### src/rtl/ssd_scan_driver.sv
// Seven-segment bank driver: latches a 5-bit glyph per digit, decodes to abcdefg,
// and scans the common-anode digits with a dark guard at the start of each slot.
module ssd_scan_driver #(
  parameter int DIGITS      = 4,
  parameter int REFRESH_DIV = 100000,
  parameter int GUARD       = 2,
  parameter int BLINK_SCANS = 50
) (
  input  logic                  clk,
  input  logic                  rst,
  input  logic                  enable,
  input  logic                  load,
  input  logic [5*DIGITS-1:0]   glyphs,
  input  logic [DIGITS-1:0]     dp_in,
  input  logic [DIGITS-1:0]     blink_en,
  output logic [6:0]            seg,
  output logic                  dp,
  output logic [DIGITS-1:0]     an
);

  localparam int CW = (REFRESH_DIV > 1) ? $clog2(REFRESH_DIV) : 1;
  localparam int IW = (DIGITS > 1) ? $clog2(DIGITS) : 1;
  localparam int BW = (BLINK_SCANS > 1) ? $clog2(BLINK_SCANS) : 1;

  localparam logic [CW-1:0] CNT_MAX  = CW'(REFRESH_DIV - 1);
  localparam logic [CW-1:0] GUARD_C  = CW'(GUARD);
  localparam logic [IW-1:0] IDX_MAX  = IW'(DIGITS - 1);
  localparam logic [BW-1:0] BCNT_MAX = BW'(BLINK_SCANS - 1);

  logic [4:0]        glyph_q [DIGITS];
  logic [DIGITS-1:0] dpreq_q;
  logic [DIGITS-1:0] blink_q;

  logic [CW-1:0]     cnt_q,   cnt_d;
  logic [IW-1:0]     idx_q,   idx_d;
  logic [BW-1:0]     bcnt_q,  bcnt_d;
  logic              phase_q, phase_d;

  logic [DIGITS-1:0] an_q,    an_d;
  logic [6:0]        seg_q,   seg_d;
  logic              dp_q,    dp_d;

  function automatic logic [6:0] glyph_to_seg(input logic [4:0] code);
    logic [6:0] s;
    case (code)
      5'd0:    s = 7'b0000001;
      5'd1:    s = 7'b1001111;
      5'd2:    s = 7'b0010010;
      5'd3:    s = 7'b0000110;
      5'd4:    s = 7'b1001100;
      5'd5:    s = 7'b0100100;
      5'd6:    s = 7'b0100000;
      5'd7:    s = 7'b0001111;
      5'd8:    s = 7'b0000000;
      5'd9:    s = 7'b0000100;
      5'd10:   s = 7'b0001000;
      5'd11:   s = 7'b1100000;
      5'd12:   s = 7'b0110001;
      5'd13:   s = 7'b1000010;
      5'd14:   s = 7'b0110000;
      5'd15:   s = 7'b0111000;
      5'd16:   s = 7'b1100010;
      5'd17:   s = 7'b1110001;
      5'd18:   s = 7'b0011000;
      5'd19:   s = 7'b1101000;
      5'd20:   s = 7'b1111010;
      5'd21:   s = 7'b1111110;
      default: s = 7'b1111111;
    endcase
    return s;
  endfunction

  // Slot, digit and blink counters; all hold while enable is low.
  always_comb begin
    cnt_d   = cnt_q;
    idx_d   = idx_q;
    bcnt_d  = bcnt_q;
    phase_d = phase_q;
    if (enable) begin
      if (cnt_q == CNT_MAX) begin
        cnt_d = '0;
        if (idx_q == IDX_MAX) begin
          idx_d = '0;
          if (bcnt_q == BCNT_MAX) begin
            bcnt_d  = '0;
            phase_d = ~phase_q;
          end else begin
            bcnt_d = bcnt_q + 1'b1;
          end
        end else begin
          idx_d = idx_q + 1'b1;
        end
      end else begin
        cnt_d = cnt_q + 1'b1;
      end
    end else begin
      cnt_d = cnt_q;
    end
  end

  // Next output drive, computed from the pre-edge counters and latched data.
  always_comb begin
    an_d  = '1;
    seg_d = 7'h7F;
    dp_d  = 1'b1;
    if (enable && (cnt_q >= GUARD_C)) begin
      an_d[idx_q] = 1'b0;
      // A blinked digit keeps its anode so the scan timing looks the same.
      if (phase_q && blink_q[idx_q]) begin
        seg_d = 7'h7F;
        dp_d  = 1'b1;
      end else begin
        seg_d = glyph_to_seg(glyph_q[idx_q]);
        dp_d  = ~dpreq_q[idx_q];
      end
    end else begin
      an_d  = '1;
      seg_d = 7'h7F;
      dp_d  = 1'b1;
    end
  end

  // Glyph, decimal point and blink latches; reset leaves every digit blank.
  always_ff @(posedge clk) begin
    if (rst) begin
      for (int i = 0; i < DIGITS; i++) begin
        glyph_q[i] <= 5'h1F;
      end
      dpreq_q <= '0;
      blink_q <= '0;
    end else if (load) begin
      for (int i = 0; i < DIGITS; i++) begin
        glyph_q[i] <= glyphs[5*i +: 5];
      end
      dpreq_q <= dp_in;
      blink_q <= blink_en;
    end
  end

  // Scan state and registered pin drive.
  always_ff @(posedge clk) begin
    if (rst) begin
      cnt_q   <= '0;
      idx_q   <= '0;
      bcnt_q  <= '0;
      phase_q <= 1'b0;
      an_q    <= '1;
      seg_q   <= 7'h7F;
      dp_q    <= 1'b1;
    end else begin
      cnt_q   <= cnt_d;
      idx_q   <= idx_d;
      bcnt_q  <= bcnt_d;
      phase_q <= phase_d;
      an_q    <= an_d;
      seg_q   <= seg_d;
      dp_q    <= dp_d;
    end
  end

  assign an  = an_q;
  assign seg = seg_q;
  assign dp  = dp_q;

endmodule

### config.mk
export PLATFORM = sky130hd
export DESIGN_NAME = ssd_scan_driver
export DESIGN_NICKNAME = d
export VERILOG_FILES = /design/src/rtl/ssd_scan_driver.sv
export SDC_FILE = /design/constraint.sdc
export NUM_CORES = 1
export LEC_CHECK = 0
export ABC_CLOCK_PERIOD_IN_PS = 4550
export CAP_MARGIN = 30
export CORE_ASPECT_RATIO = 0.75
export CORE_MARGIN = 2
export CORE_UTILIZATION = 30
export CTS_BUF_LIST = sky130_fd_sc_hd__clkbuf_2
export CTS_CLUSTER_DIAMETER = 150
export DETAILED_ROUTE_END_ITERATION = 10
export REMOVE_ABC_BUFFERS = 1
export SLEW_MARGIN = 0
export SYNTH_ARGS = -nofsm -noshare
export SYNTH_HDL_FRONTEND = slang
export SYNTH_SLANG_ARGS = --single-unit
export TNS_END_PERCENT = 5
### constraint.sdc
create_clock -name clk -period 4.55 [get_ports clk]
set_clock_uncertainty 0.2 [all_clocks]
set_input_delay 0.455 -clock clk [delete_from_list [all_inputs] [get_ports clk]]
set_output_delay 0.455 -clock clk [all_outputs]
set_load 0.03 [all_outputs]
==> results_dict.tcl <==
set metrics [dict create \
    worstReg2RegEnd "seg[3]" \
    area_delta_synth_final_pct 19.6 \
    clk_pin_slew_ns 0.20 \
    ys_ff_latch 68 \
    gp_congestion 0.817 \
    port_buffers 43 \
    grt_pass1_wl_um 11200 \
    postCtsSetupBuffers 0 \
    drt-initial-drc-count 130 \
    synth_ff_type "dfxtp_1" \
    num_rows 33 \
    dieArea_mm2 0.0123 \
    cp.arrival_ns 2.75 \
    clock-sinks 68 \
    coreArea_mm2 0.0110 \
    io_pins 44 \
    first_global_vias 2334 \
    drive_gt1_frac 0.103 \
    cts.path.max_buffers 2 \
    yosysTopAreaCellShare 0.281 \
    power_density_mw_per_mm2 283 \
    wirelength_um 6810 \
    cts_tree "done" \
    grt_setup_unrepaired "no" \
    fmax_mhz 387 \
    drv_slew 0 \
    clk_latency_ns 0.50 \
    ys_async_sr_fraction 0 \
    wl_per_cell_um 13.1 \
    hpwl_um 5100 \
    synth.largest_area_cell "dfxtp_1" \
    cap_violations 0 \
    hold_depth 2 \
    utilization 0.371 \
    antenna_found_initial 0 \
    die_w_um 127 \
    ff2ff_setup_slack_ns 1.96 \
    clockRootBuffer "clkbuf_2" \
    status "finished, final reports clean" \
    dp.cells 502 \
    synth_edf_count 20 \
    diodes 0 \
    ant_nets 0 \
    tightest_slew_ns 0.891 \
    drc 0 \
    seq_area_frac_synth 0.457 \
    cp-end-kind "flip-flop" \
    holdBufCountCts 0 \
    start_kind "flip-flop" \
    synthTopCellsByCount "dfxtp_1, nor2_1, nand2b_1" \
    drt_first_pass_iters 6 \
    whs_endpoint "blink_q[0]" \
    period_needed_ns 2.59 \
    yosysMostFrequentCell "dfxtp_1" \
    fin_cells 518 \
    setup-violations-final 0 \
    synthCells 331 \
    ys_warn_count 0 \
    required_ns 4.72 \
    worstPathMaxFanout 9 \
    finalCritPeriodShare 0.569 \
    synth.distinct_cells 55 \
    initial_core_util 0.310 \
    avgSynthCellArea_um2 10.3 \
    overflow 0 \
    hold_class "flip-flop to flip-flop" \
    netlist_area_mm2 0.00342 \
    synthTopCellsByArea "dfxtp_1, edfxtp_1, mux4_2, nand2b_1, ha_1" \
    setup_tns_ns 0 \
    critPathKind "flip-flop to flip-flop" \
    vias_per_cell 4.82 \
    fill_cells 1109 \
    grtUsageTotal 0.116 \
    cts_made_buffers 9 \
    min-delay-start "blink_q[0]" \
    nNetsFinal 418 \
    ir_drop_uv 99.6 \
    leakage_nw 1.42 \
    hold_violations 0 \
    worstRegToRegCells 5 \
    slew_headroom 0.404 \
    fp.dieH_um 96.5 \
    grt_max_degree 27 \
    cts_max_level 3 \
    cts_resized 0 \
    routed-via-count 2496 \
]
[worst max path at each step]
stage | from | end | slack, ns | depth (start not counted)
3_5_place_dp | enable | cnt_q[1] | 1.58 | 5
3_3_place_gp | rst | seg[1] | 1.60 | 5
4_1_cts | flip-flop | seg[3] | 1.94 | 5
5_1_grt | flip-flop | seg[3] | 1.74 | 5
2_1_floorplan | flip-flop | seg[3] | 2.25 | 5
6_report | flip-flop | seg[3] | 1.96 | 5
[state kept, by name (all words and copies together), names as in the netlist, named ones only]
name,flops
idx_q,2
an,4
phase_q,1
seg,7
blink_q,4
glyph_q,20
dp,1
cnt_q,17
dpreq_q,4
bcnt_q,6
[per-layer routing]
metal | vias to the layer above | wire length (um) | global-route usage
met2 | 49 | 2850 | 0.171
met3 | 5 | 313 | 0.0413
met4 | 0 | 55 | 0.0275
met5 | - | 0 | 0
li1 | 1280 | - | -
met1 | 1162 | 3590 | 0.162
[power breakdown]
| part | internal [W] | switching (W) | total (W) | leakage [nW] |
|---|---|---|---|---|
| logic | 0.0000690 | 0.0000646 | 0.000134 | 0.776 |
| registers | 0.000648 | 0.0000135 | 0.000662 | 0.577 |
| clock network | 0.000130 | 0.000232 | 0.000361 | 0.0666 |
[per-stage QoR]
step,hold WS (ns),total power [W],area (um^2),setup slack (ns)
after global routing,0.277,0.00122,4090,1.74
after CTS,0.300,0.00117,4090,1.94
after detailed placement,0.282,0.000809,3970,1.58
final,0.326,0.00116,4090,1.96
after global placement,0.267,0.000806,3970,1.60
after floorplan,0.255,0.000750,3360,2.25
[area by class of cell]
class / instances / area [um^2] / area share
clock buffer: 9 / 45.0 / 0.0110
clock inverter: 7 / 75.1 / 0.0184
inverter: 16 / 60.1 / 0.0147
multi-input combinational: 234 / 1730 / 0.424
sequential: 68 / 1560 / 0.382
tap: 140 / 175 / 0.0428
timing repair buffer: 44 / 438 / 0.107
[cells by family after synthesis]
kind of cell,Yosys count,synth area share
muxes,21,0.0915
DFF,68,0.457
adders and majority gates,13,0.0476
AOI/OAI and AO/OA,48,0.0955
buffers and inverters,29,0.0362
and+or+nand+nor,138,0.237
xor gates and xnor gates,14,0.0359
[cell usage in the layout, fill, tap and decap left out, types with 4 or more instances in the layout]
cell type / n
o21ai_0: 12
nor3_1: 9
edfxtp_1: 20
nor2_1: 28
nand4_1: 9
nand3_1: 8
xnor2_1: 8
nor4_1: 4
or3_1: 4
dfxtp_1: 48
nor2b_1: 9
mux4_2: 8
clkbuf_2: 9
inv_1: 16
ha_1: 13
a21oi_1: 12
nand2b_1: 27
mux2i_1: 11
nand2_1: 14
clkdlybuf4s50_1: 43
xor2_1: 6
[worst max-delay path: stages (launching register included)]
cell and delay [ns]:
dfxtp_1 0.63, mux4_2 0.63, ha_1 0.29, nor2b_1 0.17, a2111oi_0 0.40, o31ai_1 0.13
Note: power is estimated with default switching activity, not from simulation.
